[config.mk]
export PLATFORM = sky130hd
export DESIGN_NAME = sevseg_mux_capture
export DESIGN_NICKNAME = d
export VERILOG_FILES = /design/src/rtl/sevseg_mux_capture.sv
export SDC_FILE = /design/constraint.sdc
export NUM_CORES = 1
export LEC_CHECK = 0
export ABC_AREA = 0
export CELL_PAD_IN_SITES_DETAIL_PLACEMENT = 0
export CELL_PAD_IN_SITES_GLOBAL_PLACEMENT = 1
export CORE_UTILIZATION = 47
export DETAILED_ROUTE_END_ITERATION = 10
export GPL_TIMING_DRIVEN = 0
export PLACE_DENSITY_LB_ADDON = 0.1
export SLEW_MARGIN = 20
export SYNTH_ARGS = -nofsm -noshare
export SYNTH_HDL_FRONTEND = slang
export SYNTH_SLANG_ARGS = --single-unit
[constraint.sdc]
create_clock -name clk -period 5.32 [get_ports clk]
set_input_delay 0.532 -clock clk [delete_from_list [all_inputs] [get_ports clk]]
set_output_delay 0.532 -clock clk [all_outputs]
set_load 0.005 [all_outputs]
[src/rtl/sevseg_mux_capture.sv]
// Receive side of a multiplexed 2-digit seven-segment bus: settle, decode, commit.
// Optional hex digits A-F decode when SEVSEG_HEX_DECODE_EN is defined.
module sevseg_mux_capture #(
  parameter int SETTLE    = 2,
  parameter int STALE_MAX = 1024
) (
  input  logic       clk,
  input  logic       reset,
  input  logic [7:0] disp_in,
  output logic [3:0] tens,
  output logic [3:0] ones,
  output logic       tens_blank,
  output logic       ones_blank,
  output logic       tens_bad,
  output logic       ones_bad,
  output logic       valid,
  output logic       upd,
  output logic       stale
);

  localparam int CW = $clog2(SETTLE + 1);
  localparam int SW = $clog2(STALE_MAX + 1);
  localparam logic [CW-1:0] SET_MAX = CW'(SETTLE);
  localparam logic [CW-1:0] SET_PRE = CW'(SETTLE - 1);
  localparam logic [SW-1:0] STL_MAX = SW'(STALE_MAX);

  typedef enum logic [1:0] {
    IDLE,
    HAVE_T,
    HAVE_O,
    COMMIT
  } state_t;

  // Decoded slot layout: {value[3:0], blank, bad}
  function automatic logic [5:0] dec(input logic [6:0] s);
    logic [5:0] r;
    case (s)
      7'h3F:   r = {4'h0, 2'b00};
      7'h06:   r = {4'h1, 2'b00};
      7'h5B:   r = {4'h2, 2'b00};
      7'h4F:   r = {4'h3, 2'b00};
      7'h66:   r = {4'h4, 2'b00};
      7'h6D:   r = {4'h5, 2'b00};
      7'h7D:   r = {4'h6, 2'b00};
      7'h07:   r = {4'h7, 2'b00};
      7'h7F:   r = {4'h8, 2'b00};
      7'h6F:   r = {4'h9, 2'b00};
`ifdef SEVSEG_HEX_DECODE_EN
      7'h77:   r = {4'hA, 2'b00};
      7'h7C:   r = {4'hB, 2'b00};
      7'h39:   r = {4'hC, 2'b00};
      7'h5E:   r = {4'hD, 2'b00};
      7'h79:   r = {4'hE, 2'b00};
      7'h71:   r = {4'hF, 2'b00};
`endif
      7'h00:   r = {4'hF, 2'b10};
      default: r = {4'hE, 2'b01};
    endcase
    return r;
  endfunction

  logic [7:0]    disp_q, disp_d;
  logic [CW-1:0] cnt_q, cnt_d;
  logic [SW-1:0] stl_cnt_q, stl_cnt_d;
  state_t        state_q, state_d;
  logic [5:0]    slot_t_q, slot_t_d;
  logic [5:0]    slot_o_q, slot_o_d;
  logic [11:0]   out_q, out_d;
  logic          valid_q, valid_d;
  logic          upd_q, upd_d;
  logic          stale_q, stale_d;

  logic          chg, cap, is_t, tmo;
  logic [5:0]    dec_w;
  logic [11:0]   pair_w;

  always_comb begin
    disp_d    = disp_in;
    chg       = disp_in != disp_q;
    cap       = !chg && (cnt_q == SET_PRE);
    is_t      = disp_q[7];
    dec_w     = dec(disp_q[6:0]);
    cnt_d     = cnt_q;
    slot_t_d  = slot_t_q;
    slot_o_d  = slot_o_q;
    state_d   = state_q;
    out_d     = out_q;
    valid_d   = valid_q;
    upd_d     = 1'b0;
    stale_d   = stale_q;
    pair_w    = {slot_t_q[5:2], slot_o_q[5:2],
                 slot_t_q[1], slot_o_q[1],
                 slot_t_q[0], slot_o_q[0]};

    if (chg) cnt_d = '0;
    else if (cnt_q != SET_MAX) cnt_d = cnt_q + 1'b1;

    if (cap && is_t) slot_t_d = dec_w;
    if (cap && !is_t) slot_o_d = dec_w;

    if (cap) stl_cnt_d = '0;
    else if (stl_cnt_q != STL_MAX) stl_cnt_d = stl_cnt_q + 1'b1;
    else stl_cnt_d = stl_cnt_q;
    tmo = !cap && (stl_cnt_d == STL_MAX);

    unique case (state_q)
      IDLE:   if (cap) state_d = is_t ? HAVE_T : HAVE_O;
      HAVE_T: if (cap && !is_t) state_d = COMMIT;
      HAVE_O: if (cap && is_t) state_d = COMMIT;
      COMMIT: begin
        state_d = IDLE;
        if (cap) state_d = is_t ? HAVE_T : HAVE_O;
        out_d   = pair_w;
        valid_d = 1'b1;
        upd_d   = !valid_q || (pair_w != out_q);
      end
      default: state_d = IDLE;
    endcase

    if (cap) stale_d = 1'b0;
    if (tmo) begin
      stale_d = 1'b1;
      valid_d = 1'b0;
      state_d = IDLE;
    end
  end

  always_ff @(posedge clk) begin
    if (reset) begin
      disp_q    <= '0;
      cnt_q     <= '0;
      stl_cnt_q <= '0;
      state_q   <= IDLE;
      slot_t_q  <= '0;
      slot_o_q  <= '0;
      out_q     <= '0;
      valid_q   <= 1'b0;
      upd_q     <= 1'b0;
      stale_q   <= 1'b0;
    end else begin
      disp_q    <= disp_d;
      cnt_q     <= cnt_d;
      stl_cnt_q <= stl_cnt_d;
      state_q   <= state_d;
      slot_t_q  <= slot_t_d;
      slot_o_q  <= slot_o_d;
      out_q     <= out_d;
      valid_q   <= valid_d;
      upd_q     <= upd_d;
      stale_q   <= stale_d;
    end
  end

  assign tens       = out_q[11:8];
  assign ones       = out_q[7:4];
  assign tens_blank = out_q[3];
  assign ones_blank = out_q[2];
  assign tens_bad   = out_q[1];
  assign ones_bad   = out_q[0];
  assign valid      = valid_q;
  assign upd        = upd_q;
  assign stale      = stale_q;

endmodule
# [Word-level counts from Yosys, hierarchy flattened]
# Cells that the tools add are included.
[word_totals] register_bits=50 out_inout_bits=15 word_cells=62
[classes] bitwise=1 mux=11 reduce_logical=16 eq_ne=22 addsub=2
[ops] cell="one-hot mux 6 bit (11 select lines)" n=1
[ops] cell="== test 7 bit (second input constant)" n=7
[ops] cell="2-to-1 mux 11 bit" n=2
[ops] cell="== test 7 x 3 -> 1 bit (second input constant)" n=2
[ops] cell="inequality test 12 bit" n=1
[ops] cell="adder 11 x 1 -> 11 bit (second input constant)" n=1
[ops] cell="== test 11 bit (second input constant)" n=1
[ops] cell="inequality test 11 bit (second input constant)" n=1
[ops] cell="2-to-1 mux 2 bit" n=5
[ops] cell="inequality test 2 bit (second input constant)" n=4
[ops] cell="inequality test 8 bit" n=1
[ops] cell="one-hot mux 2 bit (4 select lines)" n=1
[ops] cell="== test 7 x 6 -> 1 bit (second input constant)" n=1
[ops] cell="logical NOT 7 bit" n=1
[ops] cell="OR reduction 2 bit" n=3
[ops] cell="== test 2 x 1 -> 1 bit (second input constant)" n=2
[ops] cell="== test 2 bit (second input constant)" n=2
[ops] cell="logical AND 1 bit" n=4
[ops] cell="logical NOT 1 bit" n=4
[ops] cell="AND reduction 3 bit" n=1
[ops] cell="adder 2 x 1 -> 2 bit (second input constant)" n=1
[ops] cell="logical NOT 2 bit" n=1
[ops] cell="2-to-1 mux 1 bit" n=2
[ops] cell="nonzero test 2 bit" n=1
[ops] cell="2 further kinds" n=2

# [Logic depth before layout (Yosys ltp)]
# Gate-level depths: netlist of the first run.
[logic_depth] ltp_word=7 depth_mapped=8 depth_no_buf=8

# [Worst setup path after synthesis of the first run]
# Ideal clock, no wire load.
[synth_path] path_kind="input-to-reg" start="in disp_in[1]" end="reg state_q[0]" path_slack_ns=3.369 path_stages=7 required_ns=5.255 t_arrival_ns=1.885 path_cell_list="xnor2_2 > nand4_2 > or4_4 > buf_6 > nor4b_4 > a31oi_2 > nor2b_1"
[synth_between] elab_chain_len=7
[synth_rtl] item="start, declared" line="9" source="input logic [7:0] disp_in,"
[synth_rtl] item="inequality test 8 bit *" line="79" source="chg = disp_in != disp_q;"
[synth_rtl] item="logical NOT 1 bit *" line="80" source="cap = !chg && (cnt_q == SET_PRE);"
[synth_rtl] item="logical AND 1 bit *" line="80"
[synth_rtl] item="2-to-1 mux 11 bit" line="101" source="if (cap) stl_cnt_d = '0;"
[synth_rtl] item="== test 11 bit" line="104" source="tmo = !cap && (stl_cnt_d == STL_MAX);"
[synth_rtl] item="logical AND 1 bit" line="104"
[synth_rtl] item="OR reduction 2 bit (no line)"
[synth_rtl] item="end signal, assigned" line="144" source="state_q <= state_d;"
[synth_rtl] item="end, declared" line="65" source="state_t state_q, state_d;"
# Mark *: on every way between the ends. The rest lies on a longest branch, timed or not.
# A chain may end at the register's enable or synchronous reset.

# [Worst setup path after layout of the first run]
[layout_path] start="in disp_in[2]" end="reg stl_cnt_q[4]"
[layout_between] elab_chain_len=4
[layout_rtl] item="inequality test 8 bit" line="79"
[layout_rtl] item="logical NOT 1 bit" line="80"
[layout_rtl] item="logical AND 1 bit" line="80"
[layout_rtl] item="2-to-1 mux 11 bit" line="101"
[layout_rtl] item="end signal, assigned" line="143" source="stl_cnt_q <= stl_cnt_d;"
[layout_rtl] item="end, declared" line="64" source="logic [SW-1:0] stl_cnt_q, stl_cnt_d;"
# Every way passes these cells.

==> flow_summary.ini, run 1 <==
[run_status]
status = finished, final reports clean

[power]
p_int_mw = 0.527
clockPowerShare_pct = 34.0
ir_drop_mv = 0.136
p_sw_mw = 0.184
seqPwrFrac_pct = 54.7
p_leak_nw = 1.12
powerDensity_mw_per_mm2 = 230
swShare_pct = 25.9
pwr-share-comb_pct = 11.2

[setup_path]
path_depth = 8
max_stage_delay_ps = 550
critical_path_peak_fanout = 9
crit_path_end_kind = flip-flop
crit_end = stl_cnt_q[4]$_SDFF_PP0_
cp_num_buf_inv = 2
slowest_stage = nor4_1
worstPathArrival_ps = 2550
rrSetupSlack_ps = 3170
startpoint = disp_in[2]
r2r_end = state_q[0]$_SDFFE_PP0P_
required_ps = 5530
reg2reg_depth = 8
startpoint_type = input port
r2r_start = stl_cnt_q[0]$_SDFF_PP0_
cp_top_family = simple AND/OR/NAND/NOR gates
path_cells = clkdlybuf4s50_1 > xnor2_2 > nand4_2 > nor4_1 > or2_2 > buf_2 > nand2b_1 > nor2_1
timing_worst_setup_path_type = input port to flip-flop

[floorplan]
core-area_sq_mm = 0.00551
die-area_sq_mm = 0.00599
num_io_pins = 25
die_w_um = 77.4
initial_core_util_pct = 48.5
dieHeight_um = 77.4
rows = 27

[timing]
grt_setup_unrepaired = no
relSlewSlack_pct = 51.0
worstMarginPinSlew_ps = 736
fin_crit_ps = 2350
min_period_over_period_pct = 44.1
fin_tns_setup_ps = 0
fmax_mhz = 426
slew_viol_final = 0
hold_viol_final = 0
clock_skew_ps = 8.32
final-setup-viol-count = 0

[drt]
met1_length_um = 2750
wl_met3_um = 169
num_vias = 2110
viasPerCell = 5.21
detail_route.wirelength_um = 5340
dr_wl_met2_um = 2330
drt_iter0_drc = 61
drc = 0
highest_layer = met4
postRouteAntennaNets = 0
wl_per_cell_um = 13.2
dr.pass1.iters = 4

[clock_network]
clk_latency_ps = 310
clk_path_buf_depth = 2
cts_resized = 0
clock-sinks = 50
cts_made_buffers = 5
cts_setup_buffers = 0
h-tree-depth = 2
clk_pin_slew_worst_paths_ps = 100
clockRootBuffer = clkbuf_8
cts_hold_buffers = 0
cts_tree = built

[synthesis]
yosys.area_share.simple_pct = 26.1
synth-adder-area-share_pct = 4.21
synth-seq-cells = 50
synth-compound-area-share_pct = 9.69
synth_edf_count = 0
synth_top_area_share_pct = 37.5
syn_inst = 302
synth.cell_area_sq_mm = 0.00267
synth.area.top_cells = dfxtp_1 37%, nor2_1 6.5%, mux2i_1 6.4%, xnor2_1 4.9%, xor2_1 4.3%
synthFlopType = dfxtp_1
synthMuxAreaShare_pct = 6.37
synth_area_per_cell_sq_um = 8.85
ys_seq_area_share_pct = 37.5
synth_area_leader_cell = dfxtp_1
syn_nets = 321
synth_top_family_by_area = simple AND/OR/NAND/NOR gates
synth_xor_area_share_pct = 11.6
ys_types = 52
synth_warnings = 0
async_flop_share_pct = 0

[cells_and_area]
final_cell_mix = 50 x dfxtp_1, 46 x nor2_1, 23 x clkdlybuf4s50_1, 21 x nand2_1, 17 x mux2i_1
layout-drive-gt1-share_pct = 8.11
fin_nets = 351
syn2layout_area_growth_pct = 15.7
fin_area_sq_mm = 0.00309
antenna_cells = 0
stdcell_count = 405
final_common_cell = dfxtp_1

[global_routing]
grt_pass1_wl_um = 9290
grt_usage_pct = 19.8
grt-ovfl-total = 0
grt_max_degree = 17
antenna_found_initial = 0
grt_pass1_vias = 1990

[placed_design]
place_area_sq_mm = 0.00299
place_inst = 397
gp_congestion = 0.816
port_buffers = 23
hpwl_um = 3870

[flow_run]
maxCapViolCount = 0

[hold_path]
hold_path_class = flip-flop to flip-flop
[layer usage]
layer  GRT usage, %  up-vias
met5              0        -
li1               -     1094
met1           26.2      975
met2           31.3       33
met4           7.36        0
met3           4.71        8
[final cells by class]
| type | count | area, sq um |
|---|---|---|
| repair buffers | 23 | 230 |
| multi-input cells | 226 | 1550 |
| well taps | 72 | 90.1 |
| clock inverters | 2 | 16.3 |
| plain buffers | 18 | 91.3 |
| fillers | 518 | 2410 |
| flip-flops and latches | 50 | 1000 |
| clock buffers | 6 | 82.6 |
| inverters | 8 | 30.0 |
[worst min-delay path by stage]
stage	start	to	slack, ps	cells past startpoint
floorplan	slot_t_q[1]$_SDFFE_PP0P_	slot_t_q[1]$_SDFFE_PP0P_	460	2
global route	slot_o_q[0]$_SDFFE_PP0P_	slot_o_q[0]$_SDFFE_PP0P_	530	2
detailed placement	slot_t_q[1]$_SDFFE_PP0P_	slot_t_q[1]$_SDFFE_PP0P_	480	2
CTS	slot_t_q[0]$_SDFFE_PP0P_	slot_t_q[0]$_SDFFE_PP0P_	500	2
global placement	slot_t_q[1]$_SDFFE_PP0P_	slot_t_q[1]$_SDFFE_PP0P_	470	2
finish	slot_t_q[0]$_SDFFE_PP0P_	slot_t_q[0]$_SDFFE_PP0P_	490	2
[worst min-delay path: cells and delay by family, from the launching register on]
kind	cells	cell delay, ps
AO/OA/AOI/OAI	1	50
flip-flops	1	350
AND/OR/NAND/NOR	1	60
[metrics by stage]
stage	hold WS [ps]	total power, mW	util (%)	worst slack (ps)
floorplan	456	0.457	-	3370
global placement	473	0.477	54.4	2620
detailed placement	481	0.478	54.4	2610
CTS	497	0.721	56.1	2940
global route	527	0.747	56.1	2740
finish	493	0.711	56.1	2970
[cell usage after synthesis, types with 2 or more instances]
master and n:
buf_1 3, nor2b_1 11, dfxtp_1 50, nand3_1 13, a211oi_1 6, nand4bb_1 2, xnor2_2 4, nand2_1 21
nand2b_1 4, or3_1 2, ha_1 9, nor3b_1 3, nor2_1 46, a21oi_1 13, inv_1 8, xor2_1 13
xnor2_1 15, clkbuf_1 8, a21boi_0 2, nor3_1 6, nand4_1 2, mux2i_1 17, buf_2 4, buf_6 2
o21ai_0 5, or2_2 2, nor4_1 5, and3_1 2
[power groups by stage]
stage                     sequential (mW)  combinational (mW)  clock (mW)
after global routing                0.391              0.0901       0.266
final                               0.389              0.0799       0.242
after floorplan                     0.396              0.0607           0
after global placement              0.398              0.0795           0
after detailed placement            0.398              0.0796           0
after CTS                           0.389              0.0806       0.251
[registers in the layout, summed over array words and instances (netlist names)]
register	flops
upd	1
out_q	12
slot_o_q	6
stl_cnt_q	11
slot_t_q	6
valid	1
cnt_q	2
stale	1
state_q	2
disp_q	8
[cell families (layout without fill, tap and decap cells)]
| kind of cell | count (synthesis) | after routing |
|---|---|---|
| fa+ha+maj | 9 | 9 |
| flops | 50 | 50 |
| mux | 17 | 17 |
| compound gates | 38 | 38 |
| xor+xnor | 32 | 32 |
| simple gates | 130 | 130 |
| buf+inv | 26 | 57 |
No activity file was read; power rests on OpenSTA's default activity.
==> run 2, diff against run 1 <==
--- a/config.mk
+++ b/config.mk
@@ -8,7 +8,7 @@
 export ABC_AREA = 0
 export CELL_PAD_IN_SITES_DETAIL_PLACEMENT = 0
 export CELL_PAD_IN_SITES_GLOBAL_PLACEMENT = 1
-export CORE_UTILIZATION = 47
+export CORE_UTILIZATION = 39
 export DETAILED_ROUTE_END_ITERATION = 10
 export GPL_TIMING_DRIVEN = 0
 export PLACE_DENSITY_LB_ADDON = 0.1
==> constraint.sdc (replaced) <==
create_clock -name clk -period 2.1 [get_ports clk]
set_input_delay 0.21 -clock clk [delete_from_list [all_inputs] [get_ports clk]]
set_output_delay 0.21 -clock clk [all_outputs]
set_load 0.005 [all_outputs]
==> run 2 against run 1 <==
  * The run now ends with DRC left
  * Register-to-register slack worse by 3100 ps
  * Clock power grew to 2.7 times the previous value
  * Flip-flop and latch count is the same
  * Highest routed layer unchanged
  * Largest power group unchanged
  * Non-clock buffer count up 4
  * Utilization fell by 6.5 points
==> flow_summary.ini, run 2 (synthesis results as in run 1) <==
[placed_design]
hpwl_um = 4090
gp_congestion = 0.777
place_area_sq_mm = 0.00300
port_buffers = 23

[timing]
fin_crit_ps = 2000
worstMarginPinSlew_ps = 675
slew_viol_final = 0
hold_ws_ps = 335
relSlewSlack_pct = 54.5
fmax_mhz = 499
grt_setup_unrepaired = no
min_period_over_period_pct = 95.5
clock_skew_ps = 7.38
hold_viol_final = 0
final-setup-viol-count = 0

[hold_path]
hold_path_depth = 2
hold_path_class = input port to flip-flop
min_to = disp_q[0]$_SDFF_PP0_
hp-start = reset

[run_status]
violations = DRC
status = finished with violations

[floorplan]
die_w_um = 84.8
rows = 29
core-area_sq_mm = 0.00649
num_io_pins = 25
die-area_sq_mm = 0.00719
dieHeight_um = 84.8
initial_core_util_pct = 41.1

[setup_path]
cp_top_family = simple AND/OR/NAND/NOR gates
r2r_start = disp_q[4]$_SDFF_PP0_
required_ps = 2330
max_stage_delay_ps = 550
reg2reg_depth = 8
crit_path_end_kind = flip-flop
path_depth = 8
critical_path_peak_fanout = 6
worstPathArrival_ps = 2240
path_cells = clkdlybuf4s50_1 > xnor2_2 > nand4_2 > or4_4 > buf_8 > nor4b_4 > a31oi_2 > nor2b_1
slowest_stage = or4_4
timing_worst_setup_path_type = input port to flip-flop
rrSetupSlack_ps = 110
startpoint_type = input port
cp_num_buf_inv = 2
r2r_end = state_q[0]$_SDFFE_PP0P_

[flow_run]
maxCapViolCount = 0

[cells_and_area]
antenna_cells = 0
reg.largest.list = out_q (12), stl_cnt_q (11), disp_q (8)
syn2layout_area_growth_pct = 20.7
final_common_cell = dfxtp_1
largest_register_ffs = 12
layout-drive-gt1-share_pct = 13.1
largest_register = out_q
fin_area_sq_mm = 0.00323
fin_nets = 355
fillCellCount = 670
final_cell_mix = 49 x dfxtp_1, 46 x nor2_1, 23 x clkdlybuf4s50_1, 20 x nand2_1, 17 x mux2i_1

[clock_network]
cts_tree = built
clock-sinks = 50
clk_latency_ps = 300
cts_hold_buffers = 0
clk_pin_slew_worst_paths_ps = 90
clk_path_buf_depth = 2
clockRootBuffer = clkbuf_8
h-tree-depth = 2
cts_made_buffers = 5

[power]
p_leak_nw = 1.18
ir_drop_mv = 0.431
powerDensity_mw_per_mm2 = 573

[drt]
viasPerCell = 5.12
wl_per_cell_um = 13.7
drt_iter0_drc = 43
drc = 2
postRouteAntennaNets = 0
num_vias = 2119
detail_route.wirelength_um = 5680
dr.pass1.iters = 9

[global_routing]
grt_pass1_wl_um = 9560
grt_max_degree = 15
grt_pass1_vias = 1998
grt_usage_pct = 16.8
grt-ovfl-total = 0
antenna_found_initial = 0
run 2: cell types whose count changed in the layout (fill, tap and decap cells not counted), moves of 2 or more:
cell / previous run / this run
nor4_2: 0 / 2
clkbuf_8: 6 / 8
buf_4: 1 / 5
nor3_1: 6 / 4
nor4_1: 5 / 2
nor3_2: 0 / 2
run 2: worst max path at each step:
stage	end	start
2_1_floorplan	state_q[0]$_SDFFE_PP0P_	stl_cnt_q[0]$_SDFF_PP0_
3_3_place_gp	stl_cnt_q[9]$_SDFF_PP0_	disp_in[2]
3_5_place_dp	stl_cnt_q[9]$_SDFF_PP0_	disp_in[1]
4_1_cts	slot_t_q[3]$_SDFFE_PP0P_	disp_q[2]$_SDFF_PP0_
5_1_grt	state_q[1]$_SDFFE_PP0P_	disp_q[4]$_SDFF_PP0_
6_report	state_q[0]$_SDFFE_PP0P_	disp_in[1]
run 2: metal layers:
metal	GRT usage [%]	wire length, um	vias to the layer above
met5	0	0	-
met4	4.16	46	0
met3	3.05	163	4
met2	25.3	2440	23
met1	24.6	3030	997
li1	-	-	1095
run 2: per-stage QoR:
step	power (mW)	cells	setup WS (ps)	TNS, ps	util (%)
floorplan	1.16	302	269	0	-
global placement	1.21	402	-338	-4920	46.2
detailed placement	1.21	402	-294	-4580	46.2
CTS	1.87	411	10.6	0	48.2
global route	1.95	414	1.47	0	49.7
finish	1.85	414	95.4	0	49.7
run 2: final cells by class:
type	instances	area (sq um)	area share, %
sequential	50	1000	31.1
multi-input combinational	226	1620	50.2
clock buffer	8	110	3.41
inverter	8	30.0	0.931
timing repair buffer	28	268	8.30
tap	77	96.3	2.99
buffer	17	98.8	3.06
run 2: worst register-to-register path: cells and delay by family, from the launching register on:
kind	cells	cell delay (ps)
AND/OR/NAND/NOR	4	1010
flip-flops	1	320
buffers and inverters	2	290
AO/OA/AOI/OAI	1	200
XOR/XNOR	1	130
run 2: what timing repair did:
action / in CTS / in global routing
gates resized for setup: 2 / 15
setup endpoints to repair: 6 / 13
buffers inserted: 1 / 4
pin swaps: 1 / 1
run 2: power by group:
part	switching [mW]	total (mW)	leakage [nW]	internal [mW]
sequential	0.0214	0.987	0.406	0.965
combinational	0.110	0.218	0.716	0.107
clock	0.309	0.642	0.0575	0.333
